<file path="config.mk">
export PLATFORM = sky130hd
export DESIGN_NAME = sha256_stream_hasher
export DESIGN_NICKNAME = d
export VERILOG_FILES = /design/src/rtl/sha256_stream_hasher.sv
export SDC_FILE = /design/constraint.sdc
export NUM_CORES = 2
export LEC_CHECK = 0
export BUFFER_PORTS_ARGS = -buffer_cell sky130_fd_sc_hd__buf_2
export CAP_MARGIN = 25
export CORE_ASPECT_RATIO = 1.2
export CORE_MARGIN = 10
export CORE_UTILIZATION = 35
export CTS_CLUSTER_DIAMETER = 80
export DETAILED_ROUTE_END_ITERATION = 10
export GPL_TIMING_DRIVEN = 1
export SYNTH_ARGS = -nofsm -noshare
export SYNTH_HDL_FRONTEND = slang
export SYNTH_SLANG_ARGS = --single-unit
</file>
<file path="constraint.sdc">
create_clock -name clk -period 61.4 [get_ports clk]
set_input_delay 9.21 -clock clk [delete_from_list [all_inputs] [get_ports clk]]
set_output_delay 9.21 -clock clk [all_outputs]
set_load 0.005 [all_outputs]
</file>
<file path="src/rtl/sha256_stream_hasher.sv">
// sha256_stream_hasher
//   SHA-256 engine for a message of NUM_OF_WORDS 32-bit words held in a
//   word-addressed memory. FIPS 180-4 padding is generated on the fly while
//   the blocks are loaded. The 256-bit digest is written back as eight words.
//
// Ports
//   clk, reset             system clock, synchronous active-high reset
//   start                  one-cycle request, only looked at in IDLE
//   message_addr           word address of message word 0 (latched on start)
//   output_addr            word address for digest word H0 (latched on start)
//   busy                   high while a hash is in progress
//   done                   one-cycle pulse after the digest has been written
//   mem_clk                copy of clk for the memory
//   mem_we, mem_addr,
//   mem_write_data         memory write/address port
//   mem_read_data          read data, valid the cycle after its address
module sha256_stream_hasher #(
  parameter int NUM_OF_WORDS = 20,
  parameter int ADDR_WIDTH   = 16
) (
  input  logic                  clk,
  input  logic                  reset,
  input  logic                  start,
  input  logic [ADDR_WIDTH-1:0] message_addr,
  input  logic [ADDR_WIDTH-1:0] output_addr,
  output logic                  busy,
  output logic                  done,
  output logic                  mem_clk,
  output logic                  mem_we,
  output logic [ADDR_WIDTH-1:0] mem_addr,
  output logic [31:0]           mem_write_data,
  input  logic [31:0]           mem_read_data
);

  localparam int NUM_BLOCKS = (NUM_OF_WORDS + 3 + 15) / 16;
  localparam int BLK_W      = $clog2(NUM_BLOCKS + 1);

  localparam logic [31:0] MSG_WORDS    = 32'(NUM_OF_WORDS);
  localparam logic [31:0] MSG_LEN_BITS = 32'(NUM_OF_WORDS * 32);
  localparam logic [31:0] LAST_WORD    = 32'(NUM_BLOCKS * 16 - 1);

  localparam logic [2:0] IDLE    = 3'd0;
  localparam logic [2:0] LOAD    = 3'd1;
  localparam logic [2:0] COMPUTE = 3'd2;
  localparam logic [2:0] UPDATE  = 3'd3;
  localparam logic [2:0] WRITE   = 3'd4;
  localparam logic [2:0] FINISH  = 3'd5;

  localparam logic [31:0] H_INIT [0:7] = '{
    32'h6a09e667, 32'hbb67ae85, 32'h3c6ef372, 32'ha54ff53a,
    32'h510e527f, 32'h9b05688c, 32'h1f83d9ab, 32'h5be0cd19
  };

  localparam logic [31:0] K [0:63] = '{
    32'h428a2f98, 32'h71374491, 32'hb5c0fbcf, 32'he9b5dba5, 32'h3956c25b, 32'h59f111f1, 32'h923f82a4, 32'hab1c5ed5,
    32'hd807aa98, 32'h12835b01, 32'h243185be, 32'h550c7dc3, 32'h72be5d74, 32'h80deb1fe, 32'h9bdc06a7, 32'hc19bf174,
    32'he49b69c1, 32'hefbe4786, 32'h0fc19dc6, 32'h240ca1cc, 32'h2de92c6f, 32'h4a7484aa, 32'h5cb0a9dc, 32'h76f988da,
    32'h983e5152, 32'ha831c66d, 32'hb00327c8, 32'hbf597fc7, 32'hc6e00bf3, 32'hd5a79147, 32'h06ca6351, 32'h14292967,
    32'h27b70a85, 32'h2e1b2138, 32'h4d2c6dfc, 32'h53380d13, 32'h650a7354, 32'h766a0abb, 32'h81c2c92e, 32'h92722c85,
    32'ha2bfe8a1, 32'ha81a664b, 32'hc24b8b70, 32'hc76c51a3, 32'hd192e819, 32'hd6990624, 32'hf40e3585, 32'h106aa070,
    32'h19a4c116, 32'h1e376c08, 32'h2748774c, 32'h34b0bcb5, 32'h391c0cb3, 32'h4ed8aa4a, 32'h5b9cca4f, 32'h682e6ff3,
    32'h748f82ee, 32'h78a5636f, 32'h84c87814, 32'h8cc70208, 32'h90befffa, 32'ha4506ceb, 32'hbef9a3f7, 32'hc67178f2
  };

  function automatic logic [31:0] rotr(input logic [31:0] x, input int s);
    return (x >> s) | (x << (32 - s));
  endfunction

  function automatic logic [31:0] big_sigma0(input logic [31:0] x);
    return rotr(x, 2) ^ rotr(x, 13) ^ rotr(x, 22);
  endfunction

  function automatic logic [31:0] big_sigma1(input logic [31:0] x);
    return rotr(x, 6) ^ rotr(x, 11) ^ rotr(x, 25);
  endfunction

  function automatic logic [31:0] small_sigma0(input logic [31:0] x);
    return rotr(x, 7) ^ rotr(x, 18) ^ (x >> 3);
  endfunction

  function automatic logic [31:0] small_sigma1(input logic [31:0] x);
    return rotr(x, 17) ^ rotr(x, 19) ^ (x >> 10);
  endfunction

  // Padding word for a padded index at or beyond the message end. The upper
  // length word is always zero in the legal length range, so it falls to 0.
  function automatic logic [31:0] pad_value(input logic [31:0] idx);
    if (idx == MSG_WORDS)      return 32'h80000000;
    else if (idx == LAST_WORD) return MSG_LEN_BITS;
    else                       return 32'h0;
  endfunction

  logic [2:0]            state_q, state_d;
  logic [6:0]            cnt_q, cnt_d;
  logic [BLK_W-1:0]      blk_q, blk_d;
  logic                  done_q, done_d;
  logic [ADDR_WIDTH-1:0] msg_base_q, msg_base_d;
  logic [ADDR_WIDTH-1:0] out_base_q, out_base_d;
  logic [31:0]           h_q [0:7];
  logic [31:0]           h_d [0:7];
  logic [31:0]           v_q [0:7];
  logic [31:0]           v_d [0:7];
  logic [31:0]           w_q [0:15];
  logic [31:0]           w_d [0:15];

  logic [31:0] addr_idx;
  logic [31:0] cap_idx;
  logic [31:0] cap_word;
  logic [31:0] t1;
  logic [31:0] t2;
  logic [31:0] w_new;

  // Padded word indices: the one being addressed this cycle, and the one
  // whose data arrives this cycle (addressed one cycle earlier).
  always_comb begin
    addr_idx = 32'(blk_q) * 32'd16 + 32'(cnt_q[3:0]);
    cap_idx  = 32'(blk_q) * 32'd16 + 32'(cnt_q) - 32'd1;
    cap_word = (cap_idx < MSG_WORDS) ? mem_read_data : pad_value(cap_idx);
  end

  // One compression round. The W window always holds W[t..t+15], so W[t] is
  // the oldest entry and the word shifted in is W[t+16]. The last 16 rounds
  // produce words that are never used, which keeps the schedule uniform.
  always_comb begin
    t1 = v_q[7] + big_sigma1(v_q[4]) + ((v_q[4] & v_q[5]) ^ (~v_q[4] & v_q[6]))
         + K[cnt_q[5:0]] + w_q[0];
    t2 = big_sigma0(v_q[0]) + ((v_q[0] & v_q[1]) ^ (v_q[0] & v_q[2]) ^ (v_q[1] & v_q[2]));
    w_new = small_sigma1(w_q[14]) + w_q[9] + small_sigma0(w_q[1]) + w_q[0];
  end

  // Next-state logic for the controller and the datapath registers.
  always_comb begin
    state_d    = state_q;
    cnt_d      = cnt_q;
    blk_d      = blk_q;
    done_d     = 1'b0;
    msg_base_d = msg_base_q;
    out_base_d = out_base_q;
    h_d        = h_q;
    v_d        = v_q;
    w_d        = w_q;

    case (state_q)
      IDLE: begin
        if (start) begin
          msg_base_d = message_addr;
          out_base_d = output_addr;
          h_d        = H_INIT;
          blk_d      = '0;
          cnt_d      = 7'd0;
          state_d    = LOAD;
        end
      end

      LOAD: begin
        if (cnt_q != 7'd0) begin
          for (int i = 0; i < 15; i++) w_d[i] = w_q[i + 1];
          w_d[15] = cap_word;
        end
        if (cnt_q == 7'd16) begin
          v_d     = h_q;
          cnt_d   = 7'd0;
          state_d = COMPUTE;
        end else begin
          cnt_d = cnt_q + 7'd1;
        end
      end

      COMPUTE: begin
        v_d[0] = t1 + t2;
        v_d[1] = v_q[0];
        v_d[2] = v_q[1];
        v_d[3] = v_q[2];
        v_d[4] = v_q[3] + t1;
        v_d[5] = v_q[4];
        v_d[6] = v_q[5];
        v_d[7] = v_q[6];
        for (int i = 0; i < 15; i++) w_d[i] = w_q[i + 1];
        w_d[15] = w_new;
        if (cnt_q == 7'd63) begin
          cnt_d   = 7'd0;
          state_d = UPDATE;
        end else begin
          cnt_d = cnt_q + 7'd1;
        end
      end

      UPDATE: begin
        for (int i = 0; i < 8; i++) h_d[i] = h_q[i] + v_q[i];
        blk_d = blk_q + BLK_W'(1);
        cnt_d = 7'd0;
        if (32'(blk_q) + 32'd1 < 32'(NUM_BLOCKS)) state_d = LOAD;
        else                                      state_d = WRITE;
      end

      WRITE: begin
        if (cnt_q == 7'd7) state_d = FINISH;
        else               cnt_d   = cnt_q + 7'd1;
      end

      FINISH: begin
        // done is registered, so the pulse appears in the IDLE cycle after
        // FINISH; a start in the FINISH cycle itself is not seen.
        done_d  = 1'b1;
        state_d = IDLE;
      end

      default: state_d = IDLE;
    endcase
  end

  // Control flops; reset aborts any operation and drops the pending pulse.
  always_ff @(posedge clk) begin
    if (reset) begin
      state_q <= IDLE;
      cnt_q   <= 7'd0;
      blk_q   <= '0;
      done_q  <= 1'b0;
    end else begin
      state_q <= state_d;
      cnt_q   <= cnt_d;
      blk_q   <= blk_d;
      done_q  <= done_d;
    end
  end

  // Datapath flops need no reset: they are always loaded before being used.
  always_ff @(posedge clk) begin
    msg_base_q <= msg_base_d;
    out_base_q <= out_base_d;
    h_q        <= h_d;
    v_q        <= v_d;
    w_q        <= w_d;
  end

  // Memory port decode. Address sums wrap naturally at ADDR_WIDTH bits.
  always_comb begin
    mem_addr       = '0;
    mem_write_data = 32'h0;
    mem_we         = 1'b0;
    if (state_q == LOAD && cnt_q < 7'd16) begin
      mem_addr = msg_base_q + ADDR_WIDTH'(addr_idx);
    end else if (state_q == WRITE) begin
      mem_we         = 1'b1;
      mem_addr       = out_base_q + ADDR_WIDTH'(cnt_q);
      mem_write_data = h_q[cnt_q[2:0]];
    end
  end

  assign mem_clk = clk;
  assign done    = done_q;
  assign busy    = (state_q == LOAD) || (state_q == COMPUTE) ||
                   (state_q == UPDATE) || (state_q == WRITE);

endmodule

</file>
==> impl_metrics.json <==
{
  "crit_chain": "clkbuf_16 -> clkbuf_16 -> buf_2",
  "cts_hold_buf": 0,
  "grt_pass1_vias": 48340,
  "grt_usage_pct": 19.00,
  "routedWlPerCell_um": 22.86,
  "syn_avg_cell_area_um2": 10.66,
  "synth_seq_cells": 1069,
  "ios": 119,
  "end_kind": "output port",
  "outcome": "complete, but fails checks",
  "fin_util_pct": 38.94,
  "hp-start": "w_q[247]",
  "cts_setup_buffers": 0,
  "tns_ns": 0,
  "violations": "DRC",
  "ys.flop_type": "edfxtp_1",
  "max-vdd-ir-drop_v": 0.00002310,
  "drv_cap": 0,
  "yosysSeqAreaShare_pct": 46.99,
  "die_w_um": 422.5,
  "synth-edff-count": 1056,
  "synth_top_family_by_area": "adder cells",
  "hold_slack_ns": 0.4018,
  "cp.arrival_ns": 31.07,
  "tightestPinTransition_ns": 1.111,
  "io_buffers": 118,
  "antenna_found_initial": 8,
  "ctsResizeCount": 0,
  "total_power_w": 0.002024,
  "relSlewSlack_pct": 25.91,
  "yosys.area.top_type_share_pct": 46.61,
  "clkSlewWorstSetupHoldPaths_ns": 0.07,
  "r2r-start": "cnt_q[0]",
  "fin_skew_ns": 0.03159,
  "drt_first_pass_iters": 9,
  "finalHoldViolCount": 0,
  "grt_pass1_wl_mm": 307.5,
  "grt-ovfl-total": 0,
  "ys_warn_count": 0,
  "core_area_mm2": 0.1936,
  "place_congestion": 0.9247,
  "crit_fanout": 2,
  "reg2reg_slack_ns": 50.41,
  "rsz0062_at_grt": "no",
  "clk_latency_ns": 0.87,
  "syn_inst": 6380,
  "drtAntennaViolNets": 0,
  "drv_slew": 0,
  "holdCritPathClass": "reg2reg",
  "startpoint_type": "clock port",
  "synth_area_mm2": 0.06803,
  "fp.dieArea_mm2": 0.2125,
  "finalSetupViolations": 0,
  "drtIter0Drc": 4846,
  "synth_mux_area_share_pct": 3.071,
  "timing.rr.end": "v_q[254]",
  "worstSetupPathType": "clk2out",
  "slowest_delay_ns": 0.13,
  "synth_top_area_cell": "edfxtp_1",
  "die_h_um": 503.0,
  "p_leak_nw": 29.94,
  "synth-xor-area-share_pct": 7.544,
  "powerDensity_mw_per_mm2": 26.85,
  "mappedNetlistNets": 7061,
  "finalWirelength_mm": 208.5,
  "cp_slowest_cell": "clkbuf_16",
  "reg2reg_depth": 37,
  "synth_fa_ha_area_share_pct": 13.52,
  "synthArstFlopShare_pct": 0,
  "cts_tree": "built",
  "hold_end": "w_q[279]",
  "synth.area.top_cells": "edfxtp_1 (47%), ha_1 (7.7%), nand2_1 (5.9%)",
  "min_path_cells": 0,
  "drcViolationCount": 2,
  "synthSimpleGateAreaFrac_pct": 11.78,
  "initial_core_util_pct": 35.15,
  "synth_cell_types": 87,
  "fill_cells": 18850,
  "num-nets-final": 7107,
  "synth_compound_area_share_pct": 12.85,
  "vias": 49040,
  "dp_hpwl_mm": 156.8,
  "crit_top_cell": "clkbuf_16",
  "final_common_cell": "nand2_1",
  "drive_gt1_share_pct": 7.695,
  "critPathRequiredTime_ns": 52.19,
  "area_delta_synth_final_pct": 10.80,
  "final_cell_mix": "nand2_1 (1,064), edfxtp_1 (1,056), inv_1 (510), ha_1 (416), a21oi_1 (359)",
  "grt_start_max_net_pins": 197,
  "vias_per_cell": 5.376,
  "rows": 177
}
per-stage QoR:
stage / std cells / setup WS [ns] / area, um2
2_1_floorplan: 6380 / 21.38 / 68030
3_3_place_gp: 8893 / 21.39 / 71460
3_5_place_dp: 8894 / 21.39 / 71470
4_1_cts: 9117 / 21.12 / 75340
5_1_grt: 9119 / 21.11 / 75380
6_report: 9121 / 21.12 / 75380
kinds of logic (layout without fill, tap and decap cells):
group | Yosys count | after routing
and+or+nand+nor | 1854 | 1854
buffers and inverters | 768 | 912
DFF | 1069 | 1069
other | 0 | 2
xor gates and xnor gates | 586 | 586
adders and majority gates | 617 | 617
AOI/OAI and AO/OA | 1370 | 1370
muxes | 116 | 116
per-layer routing:
layer | wire, um | track usage (%)
met3 | 12320 | 2.354
met1 | 89990 | 25.46
met4 | 9663 | 8.221
met2 | 96540 | 30.95
met5 | 33 | 0
worst max-delay path, delay by kind of cell:
family   cells  cell delay, ns
buf+inv      3            0.37
synthesized netlist by cell type, drive strengths merged, types with 8 or more instances:
cell	instances
nand4	21
o31ai	28
o22ai	25
clkbuf	228
xor2	262
o21bai	40
a31o	9
or3	42
edfxtp	1056
a211oi	40
mux4	71
buf	26
a2111oi	16
inv	514
o211ai	30
or2	8
nand2b	73
a221oi	16
and3	36
o21ai	344
o311ai	8
and2	21
o2111ai	10
fa	198
a2111o	8
nand3	84
nor2b	47
xnor2	324
mux2	32
o31a	11
o21a	60
a21boi	14
a311oi	11
dfxtp	13
mux2i	13
a21o	192
a21oi	362
nor3	78
nor2	325
nand2	1065
a31oi	54
a211o	17
nor3b	16
ha	416
report_power, final:
part	internal, W	switching, W
Clock	0.000404	0.000310
Sequential	0.000822	0.0000131
Combinational	0.000179	0.000295
Total	0.00141	0.000618
how the worst max path moves through the flow:
stage | from | end | cells after the start
3_3_place_gp | clk | mem_clk | 1
4_1_cts | clk | mem_clk | 3
5_1_grt | clk | mem_clk | 3
3_5_place_dp | clk | mem_clk | 1
2_1_floorplan | clk | mem_clk | 1
6_report | clk | mem_clk | 3
layout make-up:
cell class / count / area (um2) / area share (%)
multi-input combinational: 4543 / 33250 / 44.11
sequential: 1069 / 31990 / 42.43
tap: 2595 / 3247 / 4.307
clock buffer: 150 / 3202 / 4.248
inverter: 514 / 1937 / 2.569
timing repair buffer: 174 / 1085 / 1.439
clock inverter: 74 / 671.9 / 0.8913
antenna: 2 / 5.005 / 0.006639
flip-flops by register name (all words and copies together), names as in the netlist:
| name | count |
|---|---|
| blk_q | 2 |
| cnt_q | 7 |
| done | 1 |
| h_q | 256 |
| msg_base_q | 16 |
| out_base_q | 16 |
| state_q | 3 |
| v_q | 256 |
| w_q | 512 |
Power figures use the tool's default switching activity.
